==> config.mk <==
export PLATFORM = sky130hd
export DESIGN_NAME = pilha_lifo
export DESIGN_NICKNAME = d
export VERILOG_FILES = /design/src/rtl/pilha_pkg.sv /design/src/rtl/sync_bit.sv /design/src/rtl/pilha_lifo.sv
export SDC_FILE = /design/constraint.sdc
export NUM_CORES = 1
export LEC_CHECK = 0
export ABC_AREA = 0
export BUFFER_PORTS_ARGS = -buffer_cell sky130_fd_sc_hd__buf_2
export CAP_MARGIN = 10
export CELL_PAD_IN_SITES_DETAIL_PLACEMENT = 0
export CELL_PAD_IN_SITES_GLOBAL_PLACEMENT = 1
export CORE_AREA = 3 3 64 110
export DETAILED_ROUTE_END_ITERATION = 10
export DIE_AREA = 0 0 67 113
export PLACE_DENSITY_LB_ADDON = 0.1
export SYNTH_ARGS = -nofsm -noshare
export SYNTH_HDL_FRONTEND = slang
export SYNTH_SLANG_ARGS = --single-unit
==> constraint.sdc <==
create_clock -name clk -period 4.7 [get_ports clk]
set_input_delay 0.94 -clock clk [delete_from_list [all_inputs] [get_ports clk]]
set_output_delay 0.94 -clock clk [all_outputs]
set_load 0.03 [all_outputs]
==> src/rtl/pilha_pkg.sv <==
// +----------------------------------------------------------------------+
// | pilha_pkg                                                            |
// | Shared types and default sizes for the pilha_lifo stack block.       |
// | Rev 1.0 - initial release                                            |
// +----------------------------------------------------------------------+
`default_nettype none

package pilha_pkg;

    typedef enum logic {
        IDLE  = 1'b0,
        ACKED = 1'b1
    } hs_state_t;

    localparam int WORD_W      = 8;
    localparam int STACK_DEPTH = 8;

endpackage

`default_nettype wire

==> src/rtl/sync_bit.sv <==
// +----------------------------------------------------------------------+
// | sync_bit                                                             |
// | Multi-flop synchronizer bringing one asynchronous bit into clk.      |
// | Rev 1.0 - initial release                                            |
// +----------------------------------------------------------------------+
`default_nettype none

module sync_bit #(
    parameter int SYNC_STAGES = 2
) (
    input  logic clk,
    input  logic reset,
    input  logic d_in,
    output logic q_out
);

    logic [SYNC_STAGES-1:0] r_chain;

    always_ff @(posedge clk or posedge reset) begin
        if (reset) begin
            r_chain <= '0;
        end else begin
            r_chain <= {r_chain[SYNC_STAGES-2:0], d_in};
        end
    end

    assign q_out = r_chain[SYNC_STAGES-1];

endmodule

`default_nettype wire

==> src/rtl/pilha_lifo.sv <==
// +----------------------------------------------------------------------+
// | pilha_lifo                                                           |
// | LIFO stack fed by a 4-phase ready/ack handshake from another domain. |
// | Rev 1.0 - initial release                                            |
// +----------------------------------------------------------------------+
`default_nettype none

module pilha_lifo
    import pilha_pkg::*;
#(
    parameter int WIDTH       = WORD_W,
    parameter int DEPTH       = STACK_DEPTH,
    parameter int SYNC_STAGES = 2
) (
    input  logic                       clk,
    input  logic                       reset,
    input  logic [WIDTH-1:0]           data_in,
    input  logic                       data_ready_in,
    output logic                       ack_out,
    input  logic                       pop_in,
    output logic [WIDTH-1:0]           top_out,
    output logic [$clog2(DEPTH+1)-1:0] count_out,
    output logic                       empty_out,
    output logic                       full_out,
    output logic                       underflow_out
);

    localparam int c_CNT_W  = $clog2(DEPTH + 1);
    localparam int c_ADDR_W = (DEPTH > 1) ? $clog2(DEPTH) : 1;

    hs_state_t          r_state;
    hs_state_t          w_state_next;
    logic               r_ack;
    logic               w_ack_next;
    logic               w_rdy_s;
    logic               w_push;
    logic               w_pop_eff;
    logic               w_empty;
    logic               w_full;
    logic [c_CNT_W-1:0] r_count;
    logic [c_ADDR_W-1:0] w_top_idx;
    logic [c_ADDR_W-1:0] w_wr_idx;
    logic               r_underflow;
    logic [WIDTH-1:0]   r_mem [DEPTH];

    sync_bit #(
        .SYNC_STAGES (SYNC_STAGES)
    ) u_sync_ready (
        .clk   (clk),
        .reset (reset),
        .d_in  (data_ready_in),
        .q_out (w_rdy_s)
    );

    assign w_empty = (r_count == '0);
    assign w_full  = (r_count == c_CNT_W'(DEPTH));

    // Handshake state register
    always_ff @(posedge clk or posedge reset) begin
        if (reset) begin
            r_state <= IDLE;
            r_ack   <= 1'b0;
        end else begin
            r_state <= w_state_next;
            r_ack   <= w_ack_next;
        end
    end

    // Push only from IDLE; a full stack stalls the deserializer on its word.
    always_comb begin
        w_state_next = r_state;
        w_ack_next   = r_ack;
        w_push       = 1'b0;
        case (r_state)
            IDLE: begin
                if (w_rdy_s && !w_full) begin
                    w_push       = 1'b1;
                    w_ack_next   = 1'b1;
                    w_state_next = ACKED;
                end
            end
            ACKED: begin
                if (!w_rdy_s) begin
                    w_ack_next   = 1'b0;
                    w_state_next = IDLE;
                end
            end
            default: begin
                w_ack_next   = 1'b0;
                w_state_next = IDLE;
            end
        endcase
    end

    assign w_pop_eff = pop_in && !w_empty;
    assign w_top_idx = c_ADDR_W'(r_count - c_CNT_W'(1));
    assign w_wr_idx  = c_ADDR_W'(r_count);

    always_ff @(posedge clk or posedge reset) begin
        if (reset) begin
            r_count     <= '0;
            r_underflow <= 1'b0;
        end else begin
            if (w_push && !w_pop_eff) begin
                r_count <= r_count + c_CNT_W'(1);
            end else if (w_pop_eff && !w_push) begin
                r_count <= r_count - c_CNT_W'(1);
            end
            r_underflow <= pop_in && w_empty && !w_push;
        end
    end

    // Push with a simultaneous pop replaces the current top in place.
    always_ff @(posedge clk) begin
        if (w_push) begin
            if (w_pop_eff) begin
                r_mem[w_top_idx] <= data_in;
            end else begin
                r_mem[w_wr_idx] <= data_in;
            end
        end
    end

    assign ack_out       = r_ack;
    assign count_out     = r_count;
    assign empty_out     = w_empty;
    assign full_out      = w_full;
    assign underflow_out = r_underflow;
    assign top_out       = w_empty ? '0 : r_mem[w_top_idx];

endmodule

`default_nettype wire
### Word-level counts from Yosys, hierarchy flattened

Memory sizes are Yosys's and may differ from the RTL's.
Index checks and enable logic that the tools add are counted.
Widths: inputs -> output; s select.

| word-level totals | value |
|---|---|
| bits in registers | 9 |
| latch bits | 0 |
| memory bits (writable) | 64 |
| ROM bits | 0 |
| bits of input ports | 12 |
| output and inout bits | 16 |
| word-level logic and storage cells | 45 |
| memories kept | 1 |

Memory list:

| name | depth | width | rd ports | clocked after memory_dff | wr ports | line | RTL |
|---|---|---|---|---|---|---|---|
| r_mem | 8 | 8 | 1 | 0 | 1 | pilha_lifo.sv:44 | `logic [WIDTH-1:0] r_mem [DEPTH];` |

| operators by class | value |
|---|---|
| add/sub/neg operators | 2 |
| multipliers | 0 |
| div/mod/pow operators | 0 |
| magnitude comparators | 0 |
| equal/unequal tests | 3 |
| shifts and indexed selects | 0 |
| multiplexer cells | 19 |
| bitwise logic cells | 1 |
| reduce and logical (&&, ||, !) cells | 14 |

Operator list:

| kind | count |
|---|---|
| $mux 8 | 2 |
| $mux 1 | 12 |
| $mux 4 | 2 |
| $reduce_or 8->1 | 1 |
| $logic_and 1x1->1 | 6 |
| $add 4x1->4 const B | 1 |
| $eq 4x4->1 const B | 1 |
| $logic_not 1->1 | 4 |
| $logic_not 4->1 | 1 |
| $ne 2x2->1 const B | 2 |
| $pmux 1 s2 | 2 |
| $sub 4x1->4 const B | 1 |
| $mux 3 | 1 |
| $reduce_and 2->1 | 1 |
| $reduce_bool 2->1 | 1 |
| $not 1->1 | 1 |

### Depth between registers and ports, before layout

Gate-level depths: netlist of the first run.

| depth | value |
|---|---|
| depth in word-level cells | 9 |
| mapped depth | 13 |

### Hierarchy

From an unflattened synthesis of the first run, not the netlist that was laid out.

| unflattened totals | value |
|---|---|
| cells, all modules | 175 |
| area total of the unflattened synthesis | 3072.9 um^2 |

Modules (own cells, without submodules):

| module | instances | cells an instance | area each (um^2) | seq. area each (um^2) |
|---|---|---|---|---|
| pilha_lifo | 1 | 172 | 3019.1 | 2097.0 |
| sync_bit | 1 | 3 | 53.8 | 50.0 |

### Worst setup path before layout of the first run

No wires, ideal clock.

| timing | value |
|---|---|
| path type | register -> register |
| start | register r_count[0], in the netlist count_out[0] |
| end | memory r_mem[2][0] (netlist bit), enable pin |
| arrival time | 3.971 ns |
| required time | 4.305 ns |
| setup slack | 0.334 ns |
| stages on the path, launching flop included | 13 |
| path buffers | 3 |
| period minus slack after synthesis | 4.366 ns |
| cells stage by stage | dfrtp_1 > buf_6 > buf_12 > inv_1 > ha_1 > nor3b_1 > nand2b_1 > ha_1 > clkbuf_1 > inv_1 > ha_1 > inv_1 > nor4_1 |

RTL lines:

| item | line | RTL |
|---|---|---|
| from (decl) | pilha_lifo.sv:40 | `logic [c_CNT_W-1:0] r_count;` |
| from (signal assigned) | pilha_lifo.sv:105 | `r_count <= r_count + c_CNT_W'(1);` |
| from (signal assigned) | pilha_lifo.sv:107 | `r_count <= r_count - c_CNT_W'(1);` |
| $logic_not 4->1 * | pilha_lifo.sv:55 | `assign w_empty = (r_count == '0);` |
| via empty_out | pilha_lifo.sv:23 | `output logic empty_out,` |
| $logic_not 1->1 * | pilha_lifo.sv:95 | `assign w_pop_eff = pop_in && !w_empty;` |
| $logic_and 1x1->1 * | pilha_lifo.sv:95 |  |
| $mux 1 | pilha_lifo.sv:116 | `if (w_pop_eff) begin` |
| $mux 1 | pilha_lifo.sv:115 | `if (w_push) begin` |
| $mux 1 (not written as such) | pilha_lifo.sv:119 | `r_mem[w_wr_idx] <= data_in;` |
| $reduce_or 8->1 (no line) | n/a |  |
| $mux 3 (no line) / $mux 1 (equally long branches) | n/a |  |
| to (decl) | pilha_lifo.sv:44 |  |

Mark *: on every way through the listed nets, which the timed path passes. The rest lies on a longest branch.

### Worst setup path in the final report of the first run

| timing | value |
|---|---|
| start | register r_count[1], in the netlist count_out[1] |
| end | output port top_out[7] |

| between the ends | value |
|---|---|
| longest elaborated chain between the ends | 3 |

RTL lines:

| item | line | RTL |
|---|---|---|
| $sub 4x1->4 | n/a |  |
| $mem_v2 8x8 | n/a |  |
| $mux 8 * | pilha_lifo.sv:129 | `assign top_out = w_empty ? '0 : r_mem[w_top_idx];` |
| to (decl) | pilha_lifo.sv:21 | `output logic [WIDTH-1:0] top_out,` |

Mark *: on every way between the ends. The rest lies on a longest branch, timed or not.

==> results.md, run 1 <==
Routing:
- Using the TritonRoute via totals, the vias-per-cell ratio works out to 5.497.
- The first TritonRoute pass finished after 4 iterations.
- The routed wirelength normalized by instance count is 21.05 µm.
- In this run the remaining antenna-violating nets after routing total 0.
- The overall via count from detail_route is 1638.
- Wires add up to 6274 µm.
- For this run, design rule violations remaining after detail routing come to 0.
- The starting DRC count in detailed routing is 120.

Timing:
- Headroom to the max-slew limit came out at 48.34%.
- For this run, the top clock speed supported by timing is 297.0 MHz.
- The setup-violating endpoint count in the final report is 0.
- The fraction of the cycle the final worst path needs is 71.64%.
- Setup repair after global routing left no endpoint under its margin.
- The worst setup slack after layout is 1.333 ns.
- The aggregate negative setup slack is 0 ns.
- The post-layout minimum cycle time is 3.367 ns.
- For the pin with the worst max-slew slack, the measured transition is 0.7750 ns.
- The setup clock skew after layout is 0.004738 ns.
- The count of final hold-check violations is 0.
- The number of max-slew violations in the final report is 0.

Global routing:
- The via count of the first global-routing pass is 1751.
- Global routing finished with a remaining overflow of 0.
- The pin count of the biggest net entering global routing is 21.
- The wire length of the first global-routing pass is 9742 µm.
- The number of antenna violations at the first check in global routing was 0.
- The global-route usage over all layers is 18.70%.

Cells and area:
- The area growth from synthesis to layout is 13.27%.
- The count of filler cells inserted in the layout is 528.
- Registers take 2147 µm².
- The fraction of final layout cells with drive strength greater than 1 is 27.06%.
- The total inserted antenna cells is 0.
- The multi-input gate area in the final layout is 827.0 µm².
- After the last flow step, the layout net total stands at 231.

CTS:
- The CTS buffer count is 9.
- The maximum buffer depth of the clock tree is 2.
- The H-tree depth is 3.
- Post-CTS repair changed the size of 0 cells.
- The clock input transition at the sequential cells of the worst setup and hold paths is 0.07 ns.
- The clock root buffer is sky130_fd_sc_hd__clkbuf_8.
- The count of buffers added by post-CTS timing repair for setup is 0.
- The number of buffers added to fix hold violations after cts is 0.
- The clock insertion delay at the later pin of the skew report is 0.34 ns.
- The clock tree from TritonCTS is yes.
- The clock net sink count is 73.

Synthesis:
- In the synthesized netlist, the number of instances is 173.
- Synthesis produced a netlist with a net count of 191.
- The count of distinct cell types in the synthesized netlist is 33.
- The synthesized design contains 73 register bits.
- The count of warnings emitted by yosys is 0.
- The summed instance area of the synthesized netlist is 3064 µm².
- Of the synthesized area, sequential elements account for 70.07%.
- The mean area per synthesized cell is 17.71 µm².

Worst hold path:
- Along the worst hold path, the cell count comes to 0.
- The class of the tightest hold or removal check is register to register.
- The startpoint of the lowest-slack hold path is u_sync_ready.r_chain[0].
- The end point of the worst hold path is u_sync_ready.r_chain[1].

Power and ir drop:
- The internal cell power is 1.368 mW.
- The clock network accounts for 17.7% of the total power.
- Dividing total power by cell area gives a power density of 663.2 nW/µm².
- Combinational logic is responsible for 45.5% of the overall power.
- After layout, the design draws a total of 2.302 mW.
- Of the total power, the share spent switching nets is 40.58%.
- The static leakage is 1.282 nW.
- The largest voltage drop on the vdd net is 0.3757 mV.
- The switching power total is 934.3 µW.
- Registers are responsible for 36.9% of the overall power.

Floorplanning:
- The effective utilization at floorplan is 48.82%.
- After floorplanning, the core was divided into 38 placement rows.
- The number of I/O pins is 28.
- The die area is 7571 µm².
- The die span in y is 113 µm.
- After floorplanning, the core was sized to cover 6276 µm².
- The die is 67 µm wide.

Status:
- The flow ran to the end, and the final reports show no timing, DRC or antenna violations.

Worst setup path:
- In this run the critical register-to-register path is launched from count_out[1].
- The slack of the worst reg-to-reg path is 1.62 ns.
- The largest driver fanout on the critical path is 18.
- The category of the most critical setup path is register to output port.
- The kind of end point of the critical path is an output port.
- The critical path required time is 3.76 ns.
- The critical path arrival is 2.43 ns.
- The endpoint identified for the worst register-to-register timing path is r_mem[2][0].
- The launching element type of the critical path is a register.
- The worst register-to-register path has a depth of 11.

Placement:
- The final estimated routing congestion in global placement is 0.7232.
- Once detailed placement completed, the half-perimeter wirelength came to 4236 µm.
- The pre-CTS setup slack is 1.648 ns.
- Buffers placed on the I/O ports in this run total 27.

Run:
- The tool flagged a number of max-cap violations equal to 0.
-- layout by cell type, fill, tap and decap left out, types with 3 or more instances in the layout --
cell,n
sky130_fd_sc_hd__inv_1,7
sky130_fd_sc_hd__edfxtp_1,64
sky130_fd_sc_hd__buf_2,27
sky130_fd_sc_hd__nand2_1,11
sky130_fd_sc_hd__clkbuf_8,9
sky130_fd_sc_hd__nor3_1,5
sky130_fd_sc_hd__mux4_2,7
sky130_fd_sc_hd__nor2b_1,3
sky130_fd_sc_hd__buf_4,9
sky130_fd_sc_hd__xor2_1,4
sky130_fd_sc_hd__nor4_1,4
sky130_fd_sc_hd__mux4_1,9
sky130_fd_sc_hd__ha_1,6
sky130_fd_sc_hd__dfrtp_1,9
sky130_fd_sc_hd__a21oi_1,3
sky130_fd_sc_hd__o21ai_0,18
-- logic make-up after synthesis --
kind of cell	synth area share, %
AOI/OAI and AO/OA	4.247
xor gates and xnor gates	1.429
adders and majority gates	2.450
buffers and inverters	2.940
DFF	70.07
muxes	12.86
and+or+nand+nor	6.003
-- area by class of cell --
class                           instances  share of cell area (%)
Clock inverter                          5                  0.9373
Timing Repair Buffer                   36                   5.840
Sequential cell                        73                   61.86
Multi-Input combinational cell         85                   23.83
Inverter                                8                  0.8652
Clock buffer                           11                   3.785
Tap cell                               80                   2.884
-- power by group through the flow --
stage	logic (mW)	registers (mW)	clock network, mW
2_1_floorplan	0.751	0.887	0
5_1_grt	1.14	0.858	0.447
3_3_place_gp	1.05	0.856	0
4_1_cts	1.07	0.849	0.419
6_report	1.05	0.849	0.407
3_5_place_dp	1.07	0.863	0
-- worst max path at each step --
| stage | startpoint | end | slack, ns | cells after the start |
|---|---|---|---|---|
| 3_3_place_gp | count_out[1] | top_out[7] | 1.69 | 6 |
| 5_1_grt | count_out[1] | top_out[7] | 1.16 | 6 |
| 3_5_place_dp | count_out[1] | r_mem[2][1] | 1.65 | 11 |
| 2_1_floorplan | count_out[0] | r_mem[2][0] | 0.33 | 12 |
| 6_report | count_out[1] | top_out[7] | 1.33 | 6 |
| 4_1_cts | count_out[1] | top_out[4] | 1.29 | 6 |
-- synthesized netlist by cell type --
| cell type | n | area, µm² |
|---|---|---|
| sky130_fd_sc_hd__a21boi_0 | 1 | 7.510 |
| sky130_fd_sc_hd__a21oi_1 | 3 | 15.01 |
| sky130_fd_sc_hd__a21oi_2 | 1 | 8.760 |
| sky130_fd_sc_hd__and2_2 | 1 | 7.510 |
| sky130_fd_sc_hd__and3_1 | 1 | 6.260 |
| sky130_fd_sc_hd__buf_1 | 1 | 3.750 |
| sky130_fd_sc_hd__buf_12 | 1 | 20.02 |
| sky130_fd_sc_hd__buf_2 | 2 | 10.01 |
| sky130_fd_sc_hd__buf_6 | 2 | 22.52 |
| sky130_fd_sc_hd__clkbuf_1 | 1 | 3.750 |
| sky130_fd_sc_hd__clkinv_1 | 1 | 3.750 |
| sky130_fd_sc_hd__dfrtp_1 | 9 | 225.2 |
| sky130_fd_sc_hd__edfxtp_1 | 64 | 1922 |
| sky130_fd_sc_hd__ha_1 | 6 | 75.07 |
| sky130_fd_sc_hd__inv_1 | 7 | 26.28 |
| sky130_fd_sc_hd__mux4_1 | 9 | 236.5 |
| sky130_fd_sc_hd__mux4_2 | 7 | 157.7 |
| sky130_fd_sc_hd__nand2_1 | 11 | 41.29 |
| sky130_fd_sc_hd__nand2b_1 | 2 | 12.51 |
| sky130_fd_sc_hd__nand3_1 | 1 | 5.000 |
| sky130_fd_sc_hd__nand3b_1 | 1 | 7.510 |
| sky130_fd_sc_hd__nand4_1 | 1 | 6.260 |
| sky130_fd_sc_hd__nor2_1 | 1 | 3.750 |
| sky130_fd_sc_hd__nor2b_1 | 3 | 18.77 |
| sky130_fd_sc_hd__nor3_1 | 5 | 25.02 |
| sky130_fd_sc_hd__nor3b_1 | 1 | 7.510 |
| sky130_fd_sc_hd__nor4_1 | 4 | 25.02 |
| sky130_fd_sc_hd__o2111ai_1 | 1 | 8.760 |
| sky130_fd_sc_hd__o21ai_0 | 18 | 90.09 |
| sky130_fd_sc_hd__or2_1 | 1 | 6.260 |
| sky130_fd_sc_hd__or4_4 | 1 | 11.26 |
| sky130_fd_sc_hd__xnor2_1 | 1 | 8.760 |
| sky130_fd_sc_hd__xor2_1 | 4 | 35.03 |
-- metrics by stage --
step	hold slack (ns)	util [%]	area, µm²	cells
3_5_place_dp	0.3389	52.69	3307	282
5_1_grt	0.3587	55.30	3471	298
3_3_place_gp	0.3387	52.69	3307	282
6_report	0.3515	55.30	3471	298
4_1_cts	0.3549	55.30	3471	298
2_1_floorplan	0.3312	-	3064	173
-- worst max-delay path, cell delays in order (launching register included) --
cell and delay, ns:
sky130_fd_sc_hd__dfrtp_1 0.45, sky130_fd_sc_hd__inv_1 0.07, sky130_fd_sc_hd__ha_1 0.79, sky130_fd_sc_hd__mux4_1 0.41, sky130_fd_sc_hd__o21ai_0 0.11, sky130_fd_sc_hd__nand2_1 0.07, sky130_fd_sc_hd__buf_2 0.18
-- layer usage --
metal  track usage [%]  wire [µm]
met1             21.16       2319
met4             9.214        180
met5                 0          0
met2             31.73       3493
met3             4.965        280
-- flip-flops by register name, summed over array words and instances, names as in the netlist --
signal / flops
r_mem: 64
count_out: 4
ack_out: 1
r_state: 1
underflow_out: 1
u_sync_ready.r_chain: 2
Power figures use the tool's default switching activity.
==> run 2, diff against run 1 <==
CORE_AREA = 3 3 67 116   (was 3 3 64 110)
DIE_AREA = 0 0 70 119   (was 0 0 67 113)
clock period = 3 ns   (was 4.7 ns; I/O delays follow)
==> run 2 against run 1 <==
  * First-iteration DRC count decreased by 34%
  * Register-to-register slack worse by 1.4 ns
  * Count of clock-buffer cells in the layout stayed put
  * Hold slack got worse by 0.11 ns
  * Final area increased by 9.7%
  * Flip-flop and latch count did not move
  * Sequential share of layout area decreased by 5.4 points
  * Critical endpoint is now top_out[0]
  * Largest power group unchanged
==> results.md, run 2 (same netlist as run 1, synthesis figures left out) <==
CTS:
- The clock net sink count is 73 (unchanged).
- The H-tree depth is 3 (unchanged).
- The count of cells resized by post-cts repair is 0 (unchanged).
- The clock insertion delay at the later pin of the skew report was 0.33 ns (about the same).
- The cell sitting at the root of the clock tree is a sky130_fd_sc_hd__clkbuf_16.
- The clock input transition at the sequential cells of the worst setup and hold paths was 0.05 ns (-0.02 ns).
- The CTS buffer count is 9 (unchanged).
- The number of buffers added to fix hold violations after cts is 0 (unchanged).
- TritonCTS built the clock tree.
- The count of buffers added by post-CTS timing repair for setup was 0 (unchanged).
- The maximum buffer depth of the clock tree was 2 (unchanged).

Placement:
- The HPWL after detailed placement came to 4392 µm (+3.7%).
- The final estimated routing congestion in global placement was 0.7462 (+3.2%).
- The cell area reported after detailed placement was 3528 µm² (+6.7%).
- The number of buffers inserted by port buffering is 27 (unchanged).

Timing:
- The count of final hold-check violations is 0 (unchanged).
- In the finished design, the share of the clock period the worst path needs comes to 93.47%.
- The number of max-slew violations in the final report came to 0 (unchanged).
- Setup repair after global routing left no endpoint under its margin.
- The setup-violating endpoint count in the final report came to 0 (unchanged).
- The fmax is 356.6 MHz.
- The actual slew at the worst max-slew pin is 0.5602 ns (-0.2148 ns).
- The worst hold slack across all endpoints is 0.2448 ns (-0.1067 ns).
- The setup clock skew after layout is 0.003613 ns (-0.001125 ns).
- The headroom to the max-slew limit was 62.47% (+14 points).
- The worst path in the final design needs a cycle of 2.804 ns, including I/O delays and setup.

Global routing:
- The routing layer with the top usage in global route is met2.
- The global-route usage over all layers was 16.55% (-2.1 points).
- The final global-route overflow total is 0 (unchanged).
- The global-route met1 utilization is 16.53% (-4.6 points).
- The pin count of the biggest net entering global routing is 21 (unchanged).
- The number of antenna violations at the first check in global routing is 0 (unchanged).
- The wire length of the first global-routing pass is 9749 µm (about the same).
- The met3 demand-to-capacity share in global routing is 3.885% (-1.1 points).
- The met2 track demand over resource in global routing is 29.98% (-1.8 points).
- The via count of the first global-routing pass is 1792 (+2.3%).

Worst setup path:
- The critical path required time is 2.40 ns (-1.36 ns).
- The kind of end point of the critical path is an output port.
- The start point of the critical path is count_out[0].
- The largest driver fanout on the critical path is 10 (-8).
- In this run the critical register-to-register path is launched from count_out[0].
- The setup path with the least slack is of type register to output port.
- The critical path arrival came to 2.20 ns (-0.23 ns).
- The worst setup path is launched from a register.
- The number of cell instances on the worst register-to-register path was 9 (-2).

Routing:
- The routed wirelength normalized by instance count is 20.84 µm (-1.0%).
- The via density per instance is 5.537 (+0.73%).
- The final wirelength is 6251 µm (-0.37%).
- The iteration count of the initial detailed-routing pass came to 6 (+2).
- The overall via count from detail_route is 1661 (+1.4%).
- The remaining design rule violation count came to 0 (unchanged).
- The starting DRC count in detailed routing is 79 (-34%).
- The number of antenna-violating nets in the routed design is 0 (unchanged).

Status:
- The flow ran to the end, and the final reports show no timing, DRC or antenna violations.

Cells and area:
- The multi-input gate area in the final layout came to 1044 µm² (+26%).
- Leaving out fill and tap cells, the most frequent cell in the layout is sky130_fd_sc_hd__edfxtp_1.
- The total inserted antenna cells is 0 (unchanged).
- The fraction of final layout cells with drive strength greater than 1 is 36.57% (+9.5 points).
- The area growth from synthesis to layout is 24.25%.
- The post-layout instance area is 3807 µm² (+9.7%).
- The area of all sequential standard cells came to 2148 µm² (about the same).
- In the layout the commonest cells are 64 x sky130_fd_sc_hd__edfxtp_1, 27 x sky130_fd_sc_hd__buf_2, 18 x sky130_fd_sc_hd__o21ai_0.
- The count of filler cells inserted in the layout is 564 (+6.8%).
- The register name with the most flops is r_mem.
- The final layout net count was 229 (-0.87%).
- The number of flip-flops under the largest register name is 64 (unchanged).

Floorplanning:
- The effective utilization at floorplan is 44.37% (-4.5 points).
- The die span in y is 119 µm (+5.3%).
- The die area is 8330 µm² (+10%).
- The area of the placeable core was 6907 µm² (+10%).
- The die outline width is 70 µm (+4.5%).
- The total number of placement rows was 40 (+5.3%).
- The number of I/O pins is 28 (unchanged).

Power and ir drop:
- The static leakage came to 1.365 nW (+6.5%).
- The largest voltage drop on the vdd net is 0.6761 mV (+80%).
- The cell area power density is 1129 nW/µm² (+70%).
- The switching share of power is 39.08% (-1.5 points).
- The overall power consumption is 4.297 mW (+87%).
- The portion of total power attributed to combinational logic is 45.7% (+0.2 points).
- The switching power total is 1.679 mW (+80%).
- The internal cell power is 2.618 mW (+91%).
- The clock network fraction of design power is 23.2% (+5.5 points).
- The relative contribution of sequential cells to total power is 31.1% (-5.8 points).

Run:
- The number of violations of the max-capacitance limit is 0 (unchanged).

Worst hold path:
- The class of the tightest hold or removal check is input port to asynchronous set/reset pin.
run 2: through the flow:
stage	util (%)	instances	setup TNS [ns]	setup WS, ns
after floorplan	-	173	-5.934	-0.1427
after global placement	51.09	284	0	0.3037
after detailed placement	51.09	284	0	0.2291
after CTS	55.13	300	0	0.1742
after global routing	55.13	300	0	0.03165
final	55.13	300	0	0.1959
run 2: power by group through the flow:
stage                     Combinational (mW)  Sequential [mW]  Clock, mW
final                                   1.96             1.34      0.997
after global routing                    2.11             1.35       1.08
after CTS                               2.00             1.34       1.02
after detailed placement                1.99             1.36          0
after global placement                  1.98             1.35          0
after floorplan                         1.49             1.40          0
run 2: path summary, 6_finish.rpt:
path / slack, ns / to
hold reg to reg: 0.35 / u_sync_ready.r_chain[1]
max in group asynchronous: 2.45 / count_out[0]
min in group clk: 0.35 / u_sync_ready.r_chain[1]
setup / recovery: 0.20 / top_out[0]
hold / removal: 0.24 / count_out[3]
setup reg to reg: 0.24 / r_mem[4][5]
run 2: final cells by class:
type                            instances  area share, %
Inverter                                8          1.150
Clock buffer                           11          6.112
Clock inverter                          5          1.216
Timing Repair Buffer                   34          4.929
Multi-Input combinational cell         85          27.41
Tap cell                               84          2.760
Sequential cell                        73          56.42
run 2: worst max-delay path, stage by stage (launching register included):
cell and delay (ns):
sky130_fd_sc_hd__dfrtp_2 0.38, sky130_fd_sc_hd__clkinvlp_4 0.18, sky130_fd_sc_hd__ha_4 0.23, sky130_fd_sc_hd__nand3b_1 0.15, sky130_fd_sc_hd__buf_4 0.17, sky130_fd_sc_hd__clkinv_1 0.22, sky130_fd_sc_hd__o21ai_0 0.26, sky130_fd_sc_hd__nand2_1 0.09
sky130_fd_sc_hd__buf_2 0.19
run 2: metal layers:
layer  vias up  share of wire, %
met1       843                35
met2        42                58
li1        762                 -
met3        14               3.7
met4         0               3.1
met5         -                 0
